$ cat config.mk
export PLATFORM = sky130hd
export DESIGN_NAME = mem_bus_arbiter
export DESIGN_NICKNAME = d
export VERILOG_FILES = /design/src/rtl/bus_arb_pkg.sv /design/src/rtl/rr_pick2.sv /design/src/rtl/mem_bus_arbiter.sv
export SDC_FILE = /design/constraint.sdc
export NUM_CORES = 1
export LEC_CHECK = 0
export ABC_AREA = 1
export BUFFER_PORTS_ARGS = -buffer_cell sky130_fd_sc_hd__buf_4
export CORE_AREA = 2 2 119 121
export DETAILED_ROUTE_END_ITERATION = 8
export DIE_AREA = 0 0 121 123
export PLACE_DENSITY = 0.59
export SYNTH_ARGS = -nofsm -noshare
export SYNTH_HDL_FRONTEND = slang
export SYNTH_SLANG_ARGS = --single-unit
$ cat constraint.sdc
create_clock -name clk -period 4.4 [get_ports clk]
set_clock_uncertainty 0.05 [all_clocks]
set_input_delay 1.32 -clock clk [delete_from_list [all_inputs] [get_ports clk]]
set_output_delay 1.32 -clock clk [all_outputs]
set_load 0.02 [all_outputs]
$ cat src/rtl/bus_arb_pkg.sv
// Shared constants for the two-master memory bus arbiter: FSM encoding,
// one-hot grant codes and the default error read data.
package bus_arb_pkg;

  typedef logic [1:0] grant_t;

  localparam logic ST_IDLE = 1'b0;
  localparam logic ST_BUSY = 1'b1;

  localparam grant_t GNT_NONE = 2'b00;
  localparam grant_t GNT_M0   = 2'b01;
  localparam grant_t GNT_M1   = 2'b10;

  localparam logic [31:0] ERR_RDATA_DEFAULT = 32'hDEAD_BEEF;

endpackage

$ cat src/rtl/rr_pick2.sv
// Two-way round-robin pick: a lone requester wins, a tie goes to the master
// that did not own the bus last.
module rr_pick2
  import bus_arb_pkg::*;
(
  input  logic [1:0] req,
  input  logic       last_owner,
  output logic [1:0] winner
);

  // Winner decode; last_owner=1 means m1 owned the bus last
  always_comb begin
    winner = GNT_NONE;
    case (req)
      2'b01:   winner = GNT_M0;
      2'b10:   winner = GNT_M1;
      2'b11:   winner = last_owner ? GNT_M0 : GNT_M1;
      default: winner = GNT_NONE;
    endcase
  end

endmodule

$ cat src/rtl/mem_bus_arbiter.sv
// Round-robin arbiter between CPU (m0) and a second master (m1) on the native
// valid/ready memory bus, with a watchdog that force-completes hung accesses.
module mem_bus_arbiter
  import bus_arb_pkg::*;
#(
  parameter int unsigned TIMEOUT_CYCLES = 255,
  parameter logic [31:0] ERR_RDATA      = ERR_RDATA_DEFAULT
) (
  input  logic        clk,
  input  logic        reset,
  input  logic        m0_valid,
  input  logic [31:0] m0_addr,
  input  logic [31:0] m0_wdata,
  input  logic [3:0]  m0_wstrb,
  output logic        m0_ready,
  output logic [31:0] m0_rdata,
  input  logic        m1_valid,
  input  logic [31:0] m1_addr,
  input  logic [31:0] m1_wdata,
  input  logic [3:0]  m1_wstrb,
  output logic        m1_ready,
  output logic [31:0] m1_rdata,
  output logic        s_valid,
  output logic [31:0] s_addr,
  output logic [31:0] s_wdata,
  output logic [3:0]  s_wstrb,
  input  logic        s_ready,
  input  logic [31:0] s_rdata,
  output logic [1:0]  grant,
  output logic        timeout_err,
  input  logic        timeout_clr
);

  // A zero TIMEOUT_CYCLES still needs a 1-bit counter to keep widths legal
  localparam int CW = (TIMEOUT_CYCLES > 0) ? $clog2(TIMEOUT_CYCLES + 1) : 1;
  localparam logic [CW-1:0] CNT_LAST = (TIMEOUT_CYCLES > 0) ? CW'(TIMEOUT_CYCLES - 1) : '0;
  localparam logic [CW-1:0] CNT_MAX  = '1;

  logic          r_state;
  logic [1:0]    r_grant;
  logic          r_last_owner;
  logic [CW-1:0] r_cnt;
  logic          r_timeout_err;

  logic [1:0]  w_pick;
  logic        w_busy;
  logic        w_timeout;
  logic        w_done;
  logic [31:0] w_rdata;

  rr_pick2 u_pick (
    .req        ({m1_valid, m0_valid}),
    .last_owner (r_last_owner),
    .winner     (w_pick)
  );

  assign w_busy    = (r_state == ST_BUSY);
  assign w_timeout = (TIMEOUT_CYCLES != 0) && w_busy && !s_ready && (r_cnt == CNT_LAST);
  assign w_done    = w_busy && (s_ready || w_timeout);
  assign w_rdata   = s_ready ? s_rdata : ERR_RDATA;

  assign m0_ready    = w_done && r_grant[0];
  assign m1_ready    = w_done && r_grant[1];
  assign m0_rdata    = m0_ready ? w_rdata : 32'h0000_0000;
  assign m1_rdata    = m1_ready ? w_rdata : 32'h0000_0000;
  assign s_valid     = w_busy;
  assign grant       = r_grant;
  assign timeout_err = r_timeout_err;

  // Slave-side request mux; r_grant is GNT_NONE while idle so outputs read 0
  always_comb begin
    s_addr  = 32'h0000_0000;
    s_wdata = 32'h0000_0000;
    s_wstrb = 4'h0;
    case (r_grant)
      GNT_M0: begin
        s_addr  = m0_addr;
        s_wdata = m0_wdata;
        s_wstrb = m0_wstrb;
      end
      GNT_M1: begin
        s_addr  = m1_addr;
        s_wdata = m1_wdata;
        s_wstrb = m1_wstrb;
      end
      default: begin
        s_addr  = 32'h0000_0000;
        s_wdata = 32'h0000_0000;
        s_wstrb = 4'h0;
      end
    endcase
  end

  // Arbitration FSM, ownership history and watchdog counter
  always_ff @(posedge clk) begin
    if (reset) begin
      r_state      <= ST_IDLE;
      r_grant      <= GNT_NONE;
      r_last_owner <= 1'b1;
      r_cnt        <= '0;
    end else begin
      case (r_state)
        ST_IDLE: begin
          r_cnt <= '0;
          if (m0_valid || m1_valid) begin
            r_state <= ST_BUSY;
            r_grant <= w_pick;
          end
        end
        ST_BUSY: begin
          if (w_done) begin
            r_state      <= ST_IDLE;
            r_grant      <= GNT_NONE;
            r_last_owner <= r_grant[1];
            r_cnt        <= '0;
          end else if (r_cnt != CNT_MAX) begin
            r_cnt <= r_cnt + CW'(1);
          end
        end
        default: begin
          r_state <= ST_IDLE;
          r_grant <= GNT_NONE;
          r_cnt   <= '0;
        end
      endcase
    end
  end

  // Sticky watchdog flag; a new timeout beats a simultaneous clear
  always_ff @(posedge clk) begin
    if (reset) begin
      r_timeout_err <= 1'b0;
    end else if (w_timeout) begin
      r_timeout_err <= 1'b1;
    end else if (timeout_clr) begin
      r_timeout_err <= 1'b0;
    end
  end

endmodule

======== Yosys cells after proc, flatten, opt, wreduce, memory -nomap -nowiden ========
Cells that the tools add are included.
cells by class
  add/sub/neg operators ................... 1
  $mul .................................... 0
  div/mod/pow operators ................... 0
  magnitude comparators ................... 0
  eq/ne operators ......................... 10
  shift-type cells ........................ 0
  muxes and demuxes ....................... 19
  bitwise operators ....................... 1
  reductions and logical operators ........ 11
operators by type and width
  cell                                           count
  case mux 32 bit (2 select lines)               2
  2-to-1 mux 32 bit                              3
  2-to-1 mux 8 bit                               2
  case mux 8 bit (2 select lines)                1
  adder 8 x 1 -> 8 bit, second input constant    1
  == test 8 bit, second input constant           1
  != test 8 bit, second input constant           1
  case mux 4 bit (2 select lines)                1
  == test 2 bit, second input constant           3
  2-to-1 mux 2 bit                               3
  case mux 2 bit (3 select lines)                1
  logical AND 1 bit                              5
  == test 2 x 1 -> 1 bit, second input constant  2
  2-to-1 mux 1 bit                               4
  case mux 2 bit (2 select lines)                1
  AND reduction 2 bit                            2
  != test 3 x 1 -> 1 bit, second input constant  1
  logical OR 1 bit                               2
  != test 2 x 1 -> 1 bit, second input constant  1
  != test 2 bit, second input constant           1
  case mux 1 bit (2 select lines)                1
  nonzero test 2 bit                             1
  zero test 1 bit                                1
  inverter 1 bit                                 1
word-level totals
  register bits after elaboration ......... 13
  bits in latches ......................... 0
  bits in writable memories ............... 0
  memory bits (read-only) ................. 0
  logic and storage cells ................. 47
  memories kept ........................... 0

======== Logic depth before layout (Yosys ltp) ========
Gate-level depths: netlist of the first run.
  depth in word-level cells ............... 7
  depth in mapped cells ................... 11
  depth with buffers taken out ............ 10

======== Hierarchy ========
Synthesis of the first run repeated with hierarchy kept, for this count alone.
second synthesis, totals
  cells, all modules ...................... 447
  area total of the unflattened synthesis .. 2245.9 sq um
modules (own cells, without submodules)
  module           times used  cells each  area an instance (sq um)  seq. area each (sq um)
  mem_bus_arbiter  1           442         2224.6                    260.2
  rr_pick2         1           5           21.3                      0.0

======== Worst setup path after synthesis of the first run ========
Ideal clock, no wire load.
  kind .................................... input port to output port
  from .................................... input s_ready
  to ...................................... output m0_rdata[10]
  arrival time ............................ 2.523 ns
  required time ........................... 3.030 ns
  path slack .............................. 0.507 ns
  stages .................................. 8
  cells stage by stage .................... buf_2 -> clkinv_1 -> nand2_2 -> nand2_4 -> nor2_8 -> inv_2 -> buf_6 -> nor2_2
between the ends
  cells in the longest elaborated chain, start to end .. 7
  elaborated cells on any way between the ends .. 8
  those cells by class .................... mux: 2; reduce/logical: 6
ends and longest elaborated chain
  item                            line                   RTL
  start, declared                 mem_bus_arbiter.sv:27  input logic s_ready,
  zero test 1 bit                 mem_bus_arbiter.sv:58  assign w_timeout = (TIMEOUT_CYCLES != 0) && w_busy && !s_ready && (r_cnt == CNT_LAST);
  logical AND 1 bit (2 in a row)  mem_bus_arbiter.sv:58
  logical OR 1 bit (*)            mem_bus_arbiter.sv:59  assign w_done = w_busy && (s_ready || w_timeout);
  logical AND 1 bit (*)           mem_bus_arbiter.sv:59
  logical AND 1 bit (*)           mem_bus_arbiter.sv:62  assign m0_ready = w_done && r_grant[0];
  via m0_ready                    mem_bus_arbiter.sv:15  output logic m0_ready,
  2-to-1 mux 32 bit (*)           mem_bus_arbiter.sv:64  assign m0_rdata = m0_ready ? w_rdata : 32'h0000_0000;
  end, declared                   mem_bus_arbiter.sv:16  output logic [31:0] m0_rdata,
The timed path passes the listed nets; every way through them passes the cells marked *.

======== Worst setup path in the final report of the first run ========
  from .................................... input s_ready
  to ...................................... output m0_rdata[6]
between the ends
  cells in the longest elaborated chain, start to end .. 7
  elaborated cells on any way between the ends .. 8
  those cells by class .................... mux: 2; reduce/logical: 6
ends and longest elaborated chain
  item                            line
  zero test 1 bit                 mem_bus_arbiter.sv:58
  logical AND 1 bit (2 in a row)  mem_bus_arbiter.sv:58
  logical OR 1 bit                mem_bus_arbiter.sv:59
  logical AND 1 bit               mem_bus_arbiter.sv:59
  logical AND 1 bit               mem_bus_arbiter.sv:62
  2-to-1 mux 32 bit (*)           mem_bus_arbiter.sv:64
Every way passes the cells marked *; elsewhere a longest branch is shown, timed or not.

==> metrics.cfg, run 1 <==
[min_path]
holdPathEnd = timeout_err
hp-class = reg -> reg
holdPathStages = 2
worstHoldStart = timeout_err

[power_and_ir_drop]
power_density_nw_per_um2 = 159
p_clk_share_pct = 22.4
swShare_pct = 40.3
power_leakage_nw = 2.59
vdd_drop_max_uv = 115
seqPwrFrac_pct = 17.0
p_int_uw = 452
switching_power_uw = 305
comb_power_share_pct = 60.6

[setup_path]
reg2reg_setup_slack_ns = 2.74
cp.arrival_ns = 2.67
critical_path.top_delay_family = simple AND/OR/NAND/NOR gates
worstPathCellList = buf_4 > nor2_2 > nand3_2 > nand2_2 > nand2_4 > nor2_8 > inv_2 > nor2_2 > buf_4
r2r_cells = 7
worstReg2RegStart = r_cnt[0]
crit_slowest_cell = inv_2
cp.required_ns = 3.03
crit_type = in -> out
max_stage_delay_ns = 0.25
crit_fanout = 24
path_buf_inv = 3
crit_path_end_kind = output pin
worstSetupStartpointType = input pin
timing.rr.end = r_cnt[5]

[floorplan]
core_um2 = 13600
die_y_um = 123
die_w_um = 121
row_count = 43
die-area_um2 = 14900
pin_count = 312
start_util_pct = 16.0

[final_layout]
drive_gt1_share_pct = 47.0
diodes = 0
final_cell_mix = buf_4, nand2_1, a21oi_1, nor2_1, inv_1
fillers = 1535
fin_util_pct = 34.9
final_common_cell = buf_4
syn_to_final_growth_pct = 118
final_nets = 924

[sta]
fin_crit_sh_pct = 91.8
max_slew_margin_pct = 53.4
rsz0062_at_grt = false
fin_crit_ns = 4.04
slew_viol_final = 0
setup_viol_count_final = 0
worst_slew_pin_slew_ns = 0.700
timing.final.hold_violations = 0
clock.fmax_mhz = 248
fin_setup_tns_ns = 0

[clocking]
clkTransAtPathRegs_ns = 0.04
cts-root-buf = clkbuf_16
post-cts-setup-buffers = 0
cts.sinks = 13
h-tree-depth = 1
cts_hold_buf = 0
cts_resized = 0
cts_buffers = 3
cts_tree = yes
clkLatencyLatePin_ns = 0.24
clock_path_buffers = 2

[drt]
wl_per_cell_um = 13.3
drt_iter0_markers = 116
dr.pass1.iters = 4
viasPerCell = 4.12
vias = 3814
drc = 0
wl_um = 12300
drtAntennaViolNets = 0

[global_routing]
globalRouteMet2Util_pct = 28.4
use_met1_pct = 17.3
use_met3_pct = 3.51
antenna_found_initial = 0
first_global_vias = 3485
grt_max_degree = 67
grtUsageTotal_pct = 15.0
top_usage_layer = met2
grt.overflow.total = 0
grt_pass1_wl_um = 17900

[placement]
hpwlAfterDp_um = 10300
gp_congestion = 0.798
port_buffers = 311

[synth]
ys_seq_area_share_pct = 11.9
ys_ff_latch = 13
synth_area_um2 = 2180
syn_avg_cell_area_um2 = 4.79
ys.warnings.count = 0
synth_nets = 634
synth_cells = 456
synthDistinctLibCells = 22

[status]
outcome = completed

[run]
maxCapViolations = 0

[kinds of logic after synthesis]
logic type / after synthesis / synth area share [%]
adders and majority gates: 4 / 2.29
buffers and inverters: 77 / 14.0
DFF: 13 / 11.9
and+or+nand+nor: 286 / 54.2
AOI/OAI and AO/OA: 76 / 17.5
[sequential cells by signal, indices dropped and copies added (netlist names)]
name / cells
r_cnt: 8
grant: 2
r_last_owner: 1
s_valid: 1
timeout_err: 1
[worst max-delay path by stage]
stage | startpoint | endpoint | slack [ns] | cells past startpoint
after floorplan | s_ready | m0_rdata[10] | 0.51 | 8
after global placement | s_ready | m0_rdata[31] | 0.42 | 9
after detailed placement | s_ready | m0_rdata[6] | 0.34 | 9
after CTS | s_ready | m0_rdata[31] | 0.34 | 9
after global routing | s_ready | m0_rdata[11] | 0.21 | 9
final | s_ready | m0_rdata[6] | 0.36 | 9
[Yosys cell counts]
library cell	count	area, µm²
nand2_4	1	11.3
nand4_1	2	12.5
clkbuf_1	25	93.8
a21oi_1	75	375
nand3_1	4	20.0
buf_2	1	5.00
inv_1	42	158
nor2_1	63	236
or2_2	1	6.26
buf_6	2	22.5
dfxtp_1	13	260
inv_2	2	7.51
nand2_2	1	6.26
buf_1	3	11.3
nor2_2	21	131
nand2_1	185	694
clkinv_1	2	7.51
nand3_2	2	20.0
o211ai_1	1	7.51
nor2_8	1	20.0
ha_1	4	50.1
nor3_1	5	25.0
[routing by layer]
metal  vias to the layer above  wire length (µm)  share of wire (%)
li1                       1970                 -                  -
met1                      1628              4690                 38
met2                       208              6270                 51
met3                         8              1150                9.3
met4                         0               191                1.6
met5                         -                 0                  0
[power groups by stage]
stage	combinational, mW	clock, mW	sequential (mW)
finish	0.459	0.169	0.129
global route	0.501	0.182	0.130
CTS	0.467	0.174	0.129
detailed placement	0.466	0	0.131
global placement	0.466	0	0.132
floorplan	0.210	0	0.133
[worst min-delay path, cell delays in order, from the launching register on]
cell	delay [ns]
dfxtp_1	0.30
nand2_1	0.06
a21oi_1	0.05
[through the flow]
stage	worst slack [ns]	std cells	hold WS, ns	cell area [µm²]	power, mW
4_1_cts	0.343	925	0.410	4760	0.770
3_3_place_gp	0.418	921	0.420	4680	0.598
6_report	0.362	925	0.411	4760	0.758
5_1_grt	0.210	925	0.447	4760	0.813
3_5_place_dp	0.345	921	0.401	4680	0.597
2_1_floorplan	0.507	456	0.379	2180	0.343
[area by class of cell]
type                       instances  area (µm²)  share of cell area [%]
clock buffer                       4        78.8                    1.66
inverter                          46         173                    3.63
multi-input combinational        366        1620                    34.1
sequential                        13         260                    5.47
tap                              180         225                    4.74
timing repair buffer             316        2400                    50.4
No activity file was read; power rests on OpenSTA's default activity.
==> run 2, diff against run 1 <==
--- a/config.mk
+++ b/config.mk
@@ -5,12 +5,12 @@
 export SDC_FILE = /design/constraint.sdc
 export NUM_CORES = 1
 export LEC_CHECK = 0
-export ABC_AREA = 1
+export ABC_AREA = 0
 export BUFFER_PORTS_ARGS = -buffer_cell sky130_fd_sc_hd__buf_4
-export CORE_AREA = 2 2 119 121
+export CORE_AREA = 2 2 123 125
 export DETAILED_ROUTE_END_ITERATION = 8
-export DIE_AREA = 0 0 121 123
-export PLACE_DENSITY = 0.59
+export DIE_AREA = 0 0 125 127
+export PLACE_DENSITY = 0.57
 export SYNTH_ARGS = -nofsm -noshare
 export SYNTH_HDL_FRONTEND = slang
 export SYNTH_SLANG_ARGS = --single-unit
==> run 2 against run 1 <==
Cell area grew 1.2%. Global-route usage shrank 1.3 points. Cell count shrank 11%. Worst hold slack gained 0.0091 ns. Combinational power grew 1%. Register-to-register slack lost 0.07 ns. Synthesized cell count shrank 22%. Synthesized area grew 2.4%. Die area grew 6.7%. Clock power is essentially flat. Highest routed layer unchanged. Routed wire length shrank 1.8%.
==> metrics.cfg, run 2 <==
[final_layout]
final_common_cell = buf_4  ; unchanged
final_nets = 818  ; was 924
fin_util_pct = 33.4  ; was 34.9%
final_cell_mix = buf_4, nor2_1, a22oi_1, nor3_1, nor3_2  ; was buf_4, nand2_1, a21oi_1, nor2_1, inv_1
multi_input_area_um2 = 1760  ; was 1620 µm²
instances_no_fill = 823  ; was 925
diodes = 0  ; unchanged
drive_gt1_share_pct = 56.0  ; was 47.0%
seqCellArea_um2 = 260  ; unchanged
largest_reg_flops = 8  ; unchanged
largest-register = r_cnt  ; unchanged
syn_to_final_growth_pct = 116  ; was 118%
fillers = 1554  ; was 1535

[clocking]
cts_hold_buf = 0  ; unchanged
post-cts-setup-buffers = 0  ; unchanged
cts.sinks = 13  ; unchanged
clkTransAtPathRegs_ns = 0.04  ; about the same
cts_buffers = 3  ; unchanged
clock_path_buffers = 2  ; unchanged
h-tree-depth = 1  ; unchanged
cts_tree = yes  ; unchanged
cts-root-buf = clkbuf_16  ; unchanged
clkLatencyLatePin_ns = 0.24  ; about the same
cts_resized = 0  ; unchanged

[synth]
synthSimpleGateAreaFrac_pct = 45.7  ; was 54.2%
synth_top_family_by_area = simple AND/OR/NAND/NOR gates  ; unchanged
synth_compound_area_share_pct = 30.0  ; was 17.5%
synth_cells = 355  ; was 456
muxShareOfSynthArea_pct = 0.448  ; was 0%
syn_avg_cell_area_um2 = 6.29  ; was 4.79 µm²
synth_area_leaders = a22oi_1, nor2_1, nor3_2, dfxtp_1, nor3_1  ; was nand2_1, a21oi_1, dfxtp_1, nor2_1, inv_1
ys_ff_latch = 13  ; unchanged
synth_nets = 533  ; was 634
ys_seq_area_share_pct = 11.7  ; was 11.9%
postSynth.asyncResetShare_pct = 0  ; unchanged
synth_area_um2 = 2230  ; was 2180 µm²
synth_top_area_share_pct = 22.9  ; was 31.8%
ys.warnings.count = 0  ; unchanged
synthDistinctLibCells = 39  ; was 22
yosys-top-cells-count = nor2_1, a22oi_1, nor3_1, clkbuf_1, nor3_2  ; was nand2_1, a21oi_1, nor2_1, inv_1, clkbuf_1
synth-edff-count = 0  ; unchanged
synth_xor_area_share_pct = 0  ; unchanged
synth_most_common_cell = nor2_1  ; was nand2_1
synth_fa_ha_area_share_pct = 2.24  ; was 2.29%
synth-main-ff-cell = dfxtp_1  ; unchanged
yosysTopAreaCell = a22oi_1  ; was nand2_1

[placement]
hpwlAfterDp_um = 9560  ; was 10300 µm
port_buffers = 311  ; unchanged
gp_congestion = 0.790  ; was 0.798
dp_cells = 819  ; was 921
dp_slack_ns = 0.551  ; was 0.345 ns

[drt]
wl_um = 12100  ; was 12300 µm
viasPerCell = 4.57  ; was 4.12
wl_per_cell_um = 14.7  ; was 13.3 µm
vias = 3760  ; was 3814
drtAntennaViolNets = 0  ; unchanged
drc = 0  ; unchanged
dr.pass1.iters = 4  ; unchanged
drt_iter0_markers = 163  ; was 116

[sta]
timing.hold.ws_ns = 0.420  ; was 0.411 ns
worst_slew_pin_slew_ns = 0.723  ; was 0.700 ns
clock.fmax_mhz = 260  ; was 248 MHz
fin_crit_ns = 3.85  ; was 4.04 ns
max_slew_margin_pct = 51.8  ; was 53.4%
fin_setup_tns_ns = 0  ; unchanged
fin_crit_sh_pct = 87.5  ; was 91.8%
timing.final.hold_violations = 0  ; unchanged
setup_viol_count_final = 0  ; unchanged
rsz0062_at_grt = false  ; unchanged
slew_viol_final = 0  ; unchanged
fin_ws_ns = 0.549  ; was 0.362 ns

[global_routing]
grt_pass1_wl_um = 18200  ; was 17900 µm
first_global_vias = 3545  ; was 3485
grt.overflow.total = 0  ; unchanged
grtUsageTotal_pct = 13.7  ; was 15.0%
antenna_found_initial = 0  ; unchanged
grt_max_degree = 69  ; was 67

[min_path]
hp-class = reg -> reg  ; unchanged

[floorplan]
row_count = 44  ; was 43
die-area_um2 = 15900  ; was 14900 µm²
core_um2 = 14400  ; was 13600 µm²
die_y_um = 127  ; was 123 µm
pin_count = 312  ; unchanged
die_w_um = 125  ; was 121 µm
start_util_pct = 15.5  ; was 16.0%

[setup_path]
crit_path_end_kind = output pin  ; unchanged
crit_type = in -> out  ; unchanged
cp.required_ns = 3.03  ; about the same
cp.arrival_ns = 2.48  ; was 2.67 ns
worstSetupStartpointType = input pin  ; unchanged
crit_fanout = 22  ; was 24

[status]
outcome = completed  ; unchanged

[run]
maxCapViolations = 0  ; unchanged

[power_and_ir_drop]
power_density_nw_per_um2 = 159  ; about the same
vdd_drop_max_uv = 127  ; was 115 µV
power_leakage_nw = 2.19  ; was 2.59 nW

[run 2: cell count changes in the layout (fill, tap and decap cells not counted), sizes merged, moves of 5 or more]
cell,before,now
buf,316,323
inv,44,4
nor2,85,95
a21oi,75,6
nand2,187,12
o21ai,0,5
nor3,5,71
a22oi,0,69
[run 2: cell type report]
class / count / area share [%]
clock buffers: 4 / 1.64
flip-flops and latches: 13 / 5.41
multi-input cells: 292 / 36.5
repair buffers: 323 / 51.1
well taps: 184 / 4.78
inverters: 7 / 0.546
[run 2: stage by stage]
step	cell area, µm²	power (mW)
after floorplan	2230	0.362
final	4810	0.764
after CTS	4810	0.774
after global placement	4740	0.597
after global routing	4810	0.814
after detailed placement	4740	0.597
[run 2: logic make-up (layout without fill, tap and decap cells)]
family / Yosys count / count (layout)
AND/OR/NAND/NOR: 195 / 195
AO/OA/AOI/OAI: 92 / 92
buffers and inverters: 50 / 334
multiplexers: 1 / 1
flip-flops: 13 / 13
adder cells (fa/ha/maj): 4 / 4
[run 2: worst paths after layout]
path | startpoint | depth (start not counted) | slack [ns] | to
hold reg to reg | timeout_err | 2 | 0.42 | timeout_err
setup / recovery | s_ready | 6 | 0.55 | m0_rdata[0]
setup reg to reg | r_cnt[0] | 6 | 2.67 | r_last_owner
hold / removal | timeout_err | 2 | 0.42 | timeout_err
[run 2: per-layer routing]
layer / up-vias / wire length, µm / part of all wire, % / GRT usage (%)
li1: 1863 / - / - / -
met1: 1694 / 4930 / 41 / 17.0
met2: 199 / 6230 / 52 / 25.4
met3: 4 / 867 / 7.2 / 2.35
met4: 0 / 42 / 0.35 / 1.96
met5: - / 0 / 0 / 0
[run 2: report_power, final]
part           switching [mW]  internal, mW  leakage [nW]
clock network          0.0492         0.122        0.0382
logic                   0.249         0.215          2.04
registers             0.00648         0.122         0.106
[run 2: worst max-delay path: stages]
cell	delay, ns
buf_4	0.17
clkinv_1	0.11
buf_4	0.28
nor2_1	0.10
nor3_1	0.28
buf_4	0.21
==> run 3, diff against run 2 <==
--- a/config.mk
+++ b/config.mk
@@ -11,6 +11,7 @@
 export DETAILED_ROUTE_END_ITERATION = 8
 export DIE_AREA = 0 0 125 127
 export PLACE_DENSITY = 0.57
+export RECOVER_POWER = 25
 export SYNTH_ARGS = -nofsm -noshare
 export SYNTH_HDL_FRONTEND = slang
 export SYNTH_SLANG_ARGS = --single-unit
==> run 3 against run 2 <==
Register-to-register slack got worse by 0.20 ns. Non-clock buffer count unchanged. Die area unchanged. Critical endpoint is now s_addr[18]. Largest cell class unchanged. Largest power group unchanged. Highest routed layer unchanged.
==> metrics.cfg, run 3 (synthesized netlist as in run 2, its figures left out) <==
[final_layout]
final_nets = 818  ; unchanged
drive_gt1_share_pct = 52.4  ; was 56.0%
largest_reg_flops = 8  ; unchanged
seqCellArea_um2 = 260  ; unchanged
diodes = 0  ; unchanged
design_area_um2 = 4730  ; was 4810 µm²
syn_to_final_growth_pct = 112  ; was 116%
final_common_cell = buf_4  ; unchanged
instances_no_fill = 823  ; unchanged
fillers = 1583  ; was 1554
multi_input_area_um2 = 1760  ; unchanged
final_cell_mix = buf_4, nor2_1, a22oi_1, nor3_1, nor3_2  ; unchanged
largest-register = r_cnt  ; unchanged

[drt]
drt_iter0_markers = 168  ; was 163
drtAntennaViolNets = 0  ; unchanged
wl_um = 12100  ; about the same
dr.pass1.iters = 4  ; unchanged
vias = 3774  ; was 3760
wl_per_cell_um = 14.7  ; about the same
drc = 0  ; unchanged
viasPerCell = 4.59  ; was 4.57

[power_and_ir_drop]
total_power_uw = 754  ; was 764 µW
vdd_drop_max_uv = 126  ; was 127 µV
power_density_nw_per_um2 = 159  ; about the same
power_leakage_nw = 2.09  ; was 2.19 nW

[setup_path]
cp.arrival_ns = 2.53  ; was 2.48 ns
crit_start = grant[0]  ; was s_ready
crit_path_end_kind = output pin  ; unchanged
endpoint = s_addr[18]  ; was m0_rdata[0]
worstPathCellList = clkinv_1 > ha_2 > clkbuf_2 > nor2_1 > buf_4  ; was buf_4 > clkinv_1 > buf_4 > nor2_1 > nor3_1 > buf_4
reg2reg_setup_slack_ns = 2.47  ; was 2.67 ns
crit_slowest_cell = clkbuf_2  ; was buf_4
worstReg2RegStart = r_cnt[5]  ; was r_cnt[0]
crit_cells = 5  ; was 6
critical_path.top_delay_family = buffers and inverters  ; unchanged
crit_fanout = 68  ; was 22
r2r_cells = 3  ; was 6
crit_type = reg -> out  ; was in -> out
cp.required_ns = 3.03  ; about the same
path_buf_inv = 3  ; was 4
max_stage_delay_ns = 0.98  ; was 0.28 ns
timing.rr.end = s_valid  ; was r_last_owner
worstSetupStartpointType = flip-flop  ; was input pin

[clocking]
cts.sinks = 13  ; unchanged
clock_path_buffers = 2  ; unchanged
h-tree-depth = 1  ; unchanged
cts_hold_buf = 0  ; unchanged
clkLatencyLatePin_ns = 0.24  ; about the same
cts_buffers = 3  ; unchanged
cts_tree = yes  ; unchanged
cts-root-buf = clkbuf_16  ; unchanged
cts_resized = 0  ; unchanged
clkTransAtPathRegs_ns = 0.04  ; about the same
post-cts-setup-buffers = 0  ; unchanged

[sta]
fin_crit_ns = 3.90  ; was 3.85 ns
clock.fmax_mhz = 257  ; was 260 MHz
setup_viol_count_final = 0  ; unchanged
rsz0062_at_grt = false  ; unchanged
max_slew_margin_pct = 6.91  ; was 51.8%
timing.final.hold_violations = 0  ; unchanged
slew_viol_final = 0  ; unchanged
worst_slew_pin_slew_ns = 1.40  ; was 0.723 ns
fin_setup_tns_ns = 0  ; unchanged
timing.hold.ws_ns = 0.417  ; was 0.420 ns
fin_crit_sh_pct = 88.5  ; was 87.5%

[floorplan]
row_count = 44  ; unchanged
start_util_pct = 15.5  ; unchanged
die-area_um2 = 15900  ; unchanged
pin_count = 312  ; unchanged
die_w_um = 125  ; unchanged
die_y_um = 127  ; unchanged
core_um2 = 14400  ; unchanged

[placement]
placement.cell_area_um2 = 4740  ; unchanged
hpwlAfterDp_um = 9560  ; unchanged
port_buffers = 311  ; unchanged
dp_cells = 819  ; unchanged
gp_congestion = 0.790  ; unchanged

[global_routing]
grt.overflow.total = 0  ; unchanged
antenna_found_initial = 0  ; unchanged
grtUsageTotal_pct = 13.7  ; unchanged
first_global_vias = 3545  ; unchanged
grt_max_degree = 69  ; unchanged
grt_pass1_wl_um = 18200  ; unchanged

[run]
maxCapViolations = 0  ; unchanged

[min_path]
hp-class = reg -> reg  ; unchanged

[status]
outcome = completed  ; unchanged

## run 3: changes by cell type in the layout (fill, tap and decap cells not counted)
cell	previous run	this run
buf_4	320	296
o21ai_1	1	0
clkbuf_1	1	24
clkbuf_2	0	1
o21ai_0	4	5
## run 3: cell type report
class	count	share of cell area [%]
Multi-Input combinational cell	292	37.2
Sequential cell	13	5.51
Clock buffer	4	1.67
Inverter	7	0.556
Tap cell	184	4.87
Timing Repair Buffer	323	50.2
## run 3: stage by stage
| stage | utilization [%] | setup WS (ns) |
|---|---|---|
| final | 32.8 | 0.505 |
| after global routing | 32.8 | 0.315 |
| after CTS | 33.4 | 0.547 |
| after detailed placement | 32.8 | 0.551 |
| after global placement | 32.8 | 0.549 |
| after floorplan | - | 0.751 |
## run 3: power breakdown
| part | internal, mW | switching (mW) | leakage (nW) |
|---|---|---|---|
| Sequential | 0.122 | 0.00634 | 0.106 |
| Clock | 0.122 | 0.0493 | 0.0382 |
| Combinational | 0.205 | 0.249 | 1.95 |
## run 3: routing by layer
metal	part of all wire (%)	track usage, %
met1	41	17.0
met2	52	25.4
met3	7.2	2.35
met4	0.49	1.96
met5	0	0
## run 3: how the worst min path moves through the flow
stage / end / depth (start not counted) / slack (ns) / startpoint
global route: timeout_err / 2 / 0.46 / timeout_err
floorplan: r_last_owner / 1 / 0.40 / r_last_owner
detailed placement: timeout_err / 2 / 0.42 / timeout_err
global placement: timeout_err / 2 / 0.42 / timeout_err
finish: timeout_err / 2 / 0.42 / timeout_err
CTS: timeout_err / 2 / 0.43 / timeout_err
## run 3: worst reg2reg max path: cells and delay by family, from the launching register on
| kind | cells | cell delay, ns |
|---|---|---|
| simple gates | 1 | 0.29 |
| flops | 1 | 0.41 |
| compound gates | 2 | 1.01 |
